File: config.mk
export PLATFORM = sky130hd
export DESIGN_NAME = ped_crossing_ctrl_flat
export DESIGN_NICKNAME = d
export VERILOG_FILES = /design/src/rtl/ped_crossing_ctrl_if.sv /design/src/rtl/ped_crossing_ctrl.sv /design/src/flat_wrapper.sv
export SDC_FILE = /design/constraint.sdc
export NUM_CORES = 1
export LEC_CHECK = 0
export CAP_MARGIN = 30
export CORE_MARGIN = 8
export CORE_UTILIZATION = 48
export CTS_CLUSTER_SIZE = 28
export DETAILED_ROUTE_END_ITERATION = 10
export HOLD_SLACK_MARGIN = 0.02
export MAX_ROUTING_LAYER = met4
export PLACE_DENSITY = 0.8
export SETUP_SLACK_MARGIN = 0.3
export SLEW_MARGIN = 0
export SYNTH_ARGS = -nofsm -noshare
export SYNTH_HDL_FRONTEND = slang
export SYNTH_SLANG_ARGS = --single-unit
File: constraint.sdc
create_clock -name clk -period 1.8 [get_ports clk]
set_input_delay 0.27 -clock clk [delete_from_list [all_inputs] [get_ports clk]]
set_output_delay 0.27 -clock clk [all_outputs]
set_load 0.02 [all_outputs]
File: src/rtl/ped_crossing_ctrl_if.sv
// Pedestrian crossing controller signal bundle.
// master drives the lamp/tick/button inputs; slave is the controller.
interface ped_crossing_ctrl_if;
  logic       tick;
  logic       red;
  logic       yellow;
  logic       green;
  logic       btn;
  logic       walk;
  logic       dont_walk;
  logic       ped_wait;
  logic [5:0] ped_count;
  logic       fault;

  modport master (
    output tick, red, yellow, green, btn,
    input  walk, dont_walk, ped_wait, ped_count, fault
  );

  modport slave (
    input  tick, red, yellow, green, btn,
    output walk, dont_walk, ped_wait, ped_count, fault
  );
endinterface

File: src/rtl/ped_crossing_ctrl.sv
// Pedestrian WALK / flashing / DON'T WALK stage behind the vehicle lights.
// Define PED_AUTO_WALK_EN to grant WALK on every red start without a request.
module ped_crossing_ctrl #(
  parameter int WALK_SEC        = 10,
  parameter int FLASH_SEC       = 5,
  parameter int DEBOUNCE_CYCLES = 16
) (
  input logic          clk,
  input logic          reset,
  ped_crossing_ctrl_if.slave io
);

  localparam int DW = $clog2(DEBOUNCE_CYCLES + 1);
  localparam logic [DW-1:0] DB_LAST = DW'(DEBOUNCE_CYCLES - 1);
  localparam logic [5:0] WALK_CNT  = 6'(WALK_SEC);
  localparam logic [5:0] FLASH_CNT = 6'(FLASH_SEC);

  typedef enum logic [1:0] {
    STOP  = 2'd0,
    WALK  = 2'd1,
    FLASH = 2'd2
  } state_t;

  state_t     state, state_n;
  logic [5:0] count, count_n;
  logic       flash_on, flash_n;
  logic       req, req_n;
  logic       sync1, sync2, level;
  logic [DW-1:0] db_cnt;
  logic       red_d;
  logic       lamp_bad, red_rise, deb_rise;
  logic       grant, auto_ok;

  always_ff @(posedge clk) begin
    if (reset) begin
      sync1  <= 1'b0;
      sync2  <= 1'b0;
      level  <= 1'b0;
      db_cnt <= '0;
    end else begin
      sync1 <= io.btn;
      sync2 <= sync1;
      // any return to the current level restarts the stability count
      if (sync2 != level) begin
        if (db_cnt == DB_LAST) begin
          level  <= sync2;
          db_cnt <= '0;
        end else begin
          db_cnt <= db_cnt + DW'(1);
        end
      end else begin
        db_cnt <= '0;
      end
    end
  end

  assign deb_rise = sync2 & ~level & (db_cnt == DB_LAST);
  assign lamp_bad = (2'(io.red) + 2'(io.yellow) + 2'(io.green)) != 2'd1;
  assign red_rise = io.red & ~red_d;

`ifdef PED_AUTO_WALK_EN
  assign auto_ok = 1'b1;
`else
  assign auto_ok = req;
`endif

  always_comb begin
    state_n = state;
    count_n = count;
    flash_n = flash_on;
    req_n   = req;
    grant   = 1'b0;
    unique case (state)
      STOP: begin
        if (red_rise && !lamp_bad && auto_ok) begin
          grant   = 1'b1;
          state_n = WALK;
          count_n = WALK_CNT;
        end
      end
      WALK: begin
        if (!io.red || lamp_bad) begin
          state_n = STOP;
          count_n = 6'd0;
          flash_n = 1'b0;
        end else if (io.tick) begin
          if (count == 6'd1) begin
            state_n = FLASH;
            count_n = FLASH_CNT;
            flash_n = 1'b1;
          end else begin
            count_n = count - 6'd1;
          end
        end
      end
      FLASH: begin
        if (!io.red || lamp_bad) begin
          state_n = STOP;
          count_n = 6'd0;
          flash_n = 1'b0;
        end else if (io.tick) begin
          flash_n = ~flash_on;
          if (count == 6'd1) begin
            state_n = STOP;
            count_n = 6'd0;
          end else begin
            count_n = count - 6'd1;
          end
        end
      end
      default: begin
        state_n = STOP;
        count_n = 6'd0;
        flash_n = 1'b0;
      end
    endcase
    // a grant swallows any press landing in the same cycle
    if (grant) begin
      req_n = 1'b0;
    end else if (deb_rise && state != WALK) begin
      req_n = 1'b1;
    end
  end

  always_ff @(posedge clk) begin
    if (reset) begin
      state        <= STOP;
      count        <= 6'd0;
      flash_on     <= 1'b0;
      req          <= 1'b0;
      red_d        <= 1'b0;
      io.walk      <= 1'b0;
      io.dont_walk <= 1'b1;
      io.ped_count <= 6'd0;
      io.fault     <= 1'b0;
    end else begin
      state        <= state_n;
      count        <= count_n;
      flash_on     <= flash_n;
      req          <= req_n;
      red_d        <= io.red;
      io.walk      <= (state == WALK);
      io.dont_walk <= (state == STOP) | ((state == FLASH) & flash_on);
      io.ped_count <= count;
      io.fault     <= lamp_bad;
    end
  end

  assign io.ped_wait = req;

endmodule
File: src/flat_wrapper.sv
// flat-port wrapper written by rule: the top's interface ports become plain ports
module ped_crossing_ctrl_flat 
#(
  parameter int WALK_SEC        = 10,
  parameter int FLASH_SEC       = 5,
  parameter int DEBOUNCE_CYCLES = 16
)
  (clk, reset, io_tick, io_red, io_yellow, io_green, io_btn, io_walk, io_dont_walk, io_ped_wait, io_ped_count, io_fault);
  ped_crossing_ctrl_if io_i ();
  input logic clk;
  input logic reset;
  input wire logic [$bits(io_i.tick)-1:0] io_tick;
  input wire logic [$bits(io_i.red)-1:0] io_red;
  input wire logic [$bits(io_i.yellow)-1:0] io_yellow;
  input wire logic [$bits(io_i.green)-1:0] io_green;
  input wire logic [$bits(io_i.btn)-1:0] io_btn;
  output wire logic [$bits(io_i.walk)-1:0] io_walk;
  output wire logic [$bits(io_i.dont_walk)-1:0] io_dont_walk;
  output wire logic [$bits(io_i.ped_wait)-1:0] io_ped_wait;
  output wire logic [$bits(io_i.ped_count)-1:0] io_ped_count;
  output wire logic [$bits(io_i.fault)-1:0] io_fault;
  assign io_i.tick = io_tick;
  assign io_i.red = io_red;
  assign io_i.yellow = io_yellow;
  assign io_i.green = io_green;
  assign io_i.btn = io_btn;
  assign io_walk = io_i.walk;
  assign io_dont_walk = io_i.dont_walk;
  assign io_ped_wait = io_i.ped_wait;
  assign io_ped_count = io_i.ped_count;
  assign io_fault = io_i.fault;
  ped_crossing_ctrl #(.WALK_SEC(WALK_SEC), .FLASH_SEC(FLASH_SEC), .DEBOUNCE_CYCLES(DEBOUNCE_CYCLES)) u_core (.clk(clk), .reset(reset), .io(io_i));
endmodule
## Word level (Yosys, flattened, before mapping)

Cells that the tools add are included.

- Flip-flop bits (word level): 28
- Output and inout port bits: 10
- Input bits: 7
- Logic and storage cells: 76

- Equality and inequality tests: 12
- Reduce and logical (&&, ||, !) cells: 13
- Bitwise operators: 10
- Mux-type cells: 24
- Add/sub/neg operators: 4

Operators by type and width:

| operator | count |
|---|---|
| $mux W6 | 7 |
| $pmux W6 S3 | 1 |
| $mux W2 | 7 |
| $mux W1 | 7 |
| $eq A6 B1 Y1 const B | 1 |
| $ne A2 B1 Y1 const B | 3 |
| $ne A3 B1 Y1 const B | 2 |
| $ne A3 B2 Y1 const B | 2 |
| $pmux W2 S3 | 1 |
| $sub A6 B1 Y6 const B | 1 |
| $add A5 B1 Y5 const B | 1 |
| $eq A5 B4 Y1 const B | 1 |
| $not A1 Y1 | 5 |
| $reduce_and A5 Y1 | 1 |
| $and A1 B1 Y1 | 4 |
| $reduce_and A4 Y1 | 1 |
| $logic_and A1 B1 Y1 | 3 |
| $pmux W1 S3 | 1 |
| $reduce_and A3 Y1 | 1 |
| $reduce_or A3 Y1 | 1 |
| $add A1 B1 Y2 | 1 |
| $add A2 B1 Y2 | 1 |
| $eq A2 B1 Y1 const B | 1 |
| $eq A2 B2 Y1 const B | 1 |
| 7 further kinds | 8 |

## Longest topological paths before layout

- Depth after elaboration: 9
- Gate-level depth with buffers: 7
- Mapped depth without buffers: 6

## Worst setup path before layout

OpenSTA, ideal clock, no wires.

- Path kind: input to register
- From: in io_green
- To: reg u_core.count[5]
- Path slack: -0.109 ns
- Cell stages on the path: 6
- Buffers on the path: 0
- Setup time: 0.070 ns
- Arrival time: 1.839 ns
- Data required time: 1.730 ns
- Cell sequence: inv_1 -> fa_1 -> nand3b_1 -> a2111oi_2 -> nor3b_1 -> o2bb2ai_1

- Longest elaborated chain between the ends: 7
- Elaborated cells between the ends (all ways): 13
- Those cells by class: add/sub (1); eq/ne (4); mux (3); reduce/logical (5)

RTL lines:

| element | RTL line | RTL |
|---|---|---|
| from (decl) | flat_wrapper.sv:15 | `input wire logic [$bits(io_i.green)-1:0] io_green;` |
| $add A2 B1 Y2 (*) | ped_crossing_ctrl.sv:58 | `assign lamp_bad = (2'(io.red) + 2'(io.yellow) + 2'(io.green)) != 2'd1;` |
| $ne A2 B1 Y1 (*) | ped_crossing_ctrl.sv:58 |  |
| $logic_not A1 Y1 | ped_crossing_ctrl.sv:75 | `if (red_rise && !lamp_bad && auto_ok) begin` |
| $logic_and A1 B1 Y1 (2 in a row) | ped_crossing_ctrl.sv:75 |  |
| $ne A2 B1 Y1 (no source line) | -- |  |
| $reduce_and A3 Y1 (no source line) | -- |  |
| to (signal assigned) | ped_crossing_ctrl.sv:138 | `count <= count_n;` |
| to (decl) | ped_crossing_ctrl.sv:25 | `logic [5:0] count, count_n;` |

Every way passes the cells marked *; elsewhere a longest branch is shown, timed or not.
A chain may end at the register's enable or synchronous reset.

## Worst setup path after layout

- From: in io_yellow
- To: reg u_core.count[4]

- Longest elaborated chain between the ends: 8
- Elaborated cells between the ends (all ways): 14
- Those cells by class: add/sub (2); eq/ne (4); mux (3); reduce/logical (5)

RTL lines:

| element | RTL line | RTL |
|---|---|---|
| from (decl) | flat_wrapper.sv:14 | `input wire logic [$bits(io_i.yellow)-1:0] io_yellow;` |
| $add A1 B1 Y2 (*) | ped_crossing_ctrl.sv:58 |  |
| $add A2 B1 Y2 (*) | ped_crossing_ctrl.sv:58 |  |
| $ne A2 B1 Y1 (*) | ped_crossing_ctrl.sv:58 |  |
| $logic_not A1 Y1 | ped_crossing_ctrl.sv:75 |  |
| $logic_and A1 B1 Y1 (2 in a row) | ped_crossing_ctrl.sv:75 |  |
| $ne A2 B1 Y1 (no source line) | -- |  |
| $reduce_and A3 Y1 (no source line) | -- |  |

Marks and branches as above.

==> flow_summary.ini <==
[synthesis]
synth_ff_type = dfxtp_1
synth_top_area_share_pct = 42.8
ys_types = 37
ys_ff_latch = 28
synthTopCellsByCount = 28 x dfxtp_1, 19 x inv_1, 18 x nor2_1
synth_adder_area_share_pct = 10.1
synth_top_family_by_area = simple AND/OR/NAND/NOR gates
yosysTopAreaCell = dfxtp_1
synth-compound-area-share_pct = 17.8
netlist_top_cells_area = dfxtp_1 43%, ha_1 8.6%, inv_1 5.4%
yosysSeqAreaShare_pct = 42.8
async_flop_share_pct = 0
yosys_warnings = 0
avgSynthCellArea_um2 = 8.96
syn_inst = 146
synth-simple-area-share_pct = 21.6
syn_nets = 163
syn_area_mm2 = 0.00131
synth_xor_xnor_area_share_pct = 1.34
synth_edf_count = 0
synthMuxAreaShare_pct = 0
yosysMostFrequentCell = dfxtp_1

[pwr]
p_clk_share_pct = 28.6
p_int_mw = 1.04
totalPowerFinal_mw = 1.46
p_comb_share_pct = 25.6
p_sw_share_pct = 28.7
netSwitchingPower_mw = 0.418
power_density_mw_per_mm2 = 798
p_leak_nw = 0.783
pwr-share-seq_pct = 45.8
ir_drop_mv = 0.595

[grt]
antenna_found_initial = 0
grt_pass1_wl_um = 5220
grt_max_degree = 17
track_usage_pct = 14.7
grt_overflow = 0
first_global_vias = 1210

[placed_design]
io_buffers = 16
place_inst = 204
dpl_cell_area_mm2 = 0.00163
gp_congestion = 0.918
dp_hpwl_um = 2180

[critical_path]
critPathArrivalTime_ns = 1.95
worstPathRequired_ns = 2.02
crit_type = input port to flip-flop
worst_setup_path_end_kind = flip-flop
startpoint_type = input port
timing.critical_path.fanout_max = 5

[clocking]
cts_sinks = 28
cts_root_buf = clkbuf_4
htree_num_levels = 1
cts_tree = built
cts_buffer_depth = 2
worstSkewPairLatency_ns = 0.33
clk_pin_slew_ns = 0.15
cts_buffers = 3

[route]
dr.pass1.iters = 4
via_per_inst = 5.57
vias = 1181
drt_iter0_markers = 62
ant_nets = 0
drc = 0
avgRoutedWirePerCell_um = 14.7
drt_wl_total_um = 3120

[final_layout]
antennaDiodeCount = 0
drive_gt1_share_pct = 30.9
layout.cells.non_filler = 212
nNetsFinal = 199
synthToLayoutAreaGrowth_pct = 39.4
postLayoutCellArea_mm2 = 0.00182
postLayoutCoreUtil_pct = 68.5
fillCellCount = 214

[timing]
setup_viol = 0
fin_crit_ns = 1.73
fmax_mhz = 578
hold_viol_final = 0
fin_skew_ns = 0.00305
slew_headroom_pct = 73.9
fin_tns_setup_ns = 0
rsz0062_at_grt = true
maxSlewViolCount = 0
worst_slew_pin_slew_ns = 0.392
post-route-period-util_pct = 96.1

[outcome]
status = finished clean

[floorplanning]
die_h_um = 68.2
dieArea_mm2 = 0.00465
pin_count = 17
rows = 19
start_util_pct = 49.2
chipWidth_um = 68.2
coreArea_mm2 = 0.00266

[worst_hold_path]
hold_path.class = input port to flip-flop

[job]
max_cap_violations = 0
-- layout by cell type (no fill, tap or decap), drive strengths merged, types with 2 or more instances in the layout --
master         synthesis  routed
inv                   19      19
clkdlybuf4s50          0       3
nand3                  4       4
clkbuf                 3       3
a31oi                  3       3
dfxtp                 28      28
or3                    2       2
buf                    0      21
a211oi                 5       5
o21ai                  7       7
a21oi                  5       5
dlygate4sd2            0      10
o32ai                  3       3
ha                     9       9
nor3                   5       5
and3                   2       2
nor2                  19      19
o2bb2ai                2       2
nor2b                  5       5
nand2                  5       5
nand2b                 3       3
-- layout make-up --
type,count,area [um^2],share of cell area (%)
inverters,19,81.3,4.46
multi-input cells,96,788,43.2
clock buffers,3,22.5,1.23
well taps,31,38.8,2.13
flip-flops and latches,28,566,31.0
repair buffers,34,298,16.3
clock inverters,1,30.0,1.65
-- timing repair --
| action | CTS | global route |
|---|---|---|
| setup buffers | 4 | 0 |
| setup endpoints to repair | 25 | 14 |
| resized for setup | 47 | 12 |
| hold endpoints to repair | 0 | 0 |
| pin swaps | 8 | 3 |
| hold buffers | 0 | 0 |
-- state kept, by name (all words and copies together) (netlist names) --
signal / cells
u_core.io.ped_count: 6
u_core.level: 1
u_core.sync1: 1
u_core.state: 2
u_core.db_cnt: 5
u_core.flash_on: 1
u_core.sync2: 1
u_core.io.fault: 1
u_core.red_d: 1
u_core.count: 6
u_core.io.ped_wait: 1
u_core.io.dont_walk: 1
u_core.io.walk: 1
-- power groups by stage --
stage                     clock [mW]  combinational (mW)  sequential, mW
after floorplan                    0               0.182           0.692
after global placement             0               0.304           0.678
after detailed placement           0               0.308           0.680
after CTS                      0.415               0.345           0.668
after global routing           0.445               0.400           0.671
final                          0.417               0.372           0.667
-- cells by family (layout without fill, tap and decap cells) --
| kind of cell | Yosys count | in the layout |
|---|---|---|
| AOI/OAI and AO/OA | 32 | 32 |
| and+or+nand+nor | 52 | 52 |
| adders and majority gates | 10 | 10 |
| xor gates and xnor gates | 2 | 2 |
| DFF | 28 | 28 |
| buffers and inverters | 22 | 57 |
-- critical path: stages --
cell,delay [ns]
buf_6,0.07
inv_2,0.03
fa_1,0.51
and4bb_2,0.37
a21oi_4,0.09
buf_4,0.16
a211oi_1,0.32
o32ai_2,0.14
-- layer usage --
layer | vias to the layer above | global-route usage, % | part of all wire, %
li1 | 579 | - | -
met1 | 548 | 16.4 | 41
met2 | 42 | 25.3 | 51
met3 | 12 | 2.45 | 4.9
met4 | 0 | 6.14 | 2.4
met5 | - | - | 0
-- worst paths after layout --
path / startpoint / endpoint / slack [ns] / cells past startpoint
worst max register to register: u_core.count[1]$_SDFFE_PP0P_ / u_core.count[4]$_SDFFE_PP0P_ / 0.15 / 6
worst min register to register: u_core.sync1$_SDFF_PP0_ / u_core.sync2$_SDFF_PP0_ / 0.47 / 1
worst min-delay path: io_red / u_core.red_d$_SDFF_PP0_ / 0.23 / 4
worst max-delay path: io_yellow / u_core.count[4]$_SDFFE_PP0P_ / 0.07 / 8
-- per-stage QoR --
step | hold slack [ns] | setup WS, ns
floorplan | 0.350 | 0.0311
detailed placement | 0.449 | -0.705
global placement | 0.417 | -0.646
CTS | 0.237 | 0.123
finish | 0.225 | 0.0707
global route | 0.216 | 0.000598
(Power assumes the default switching activity.)
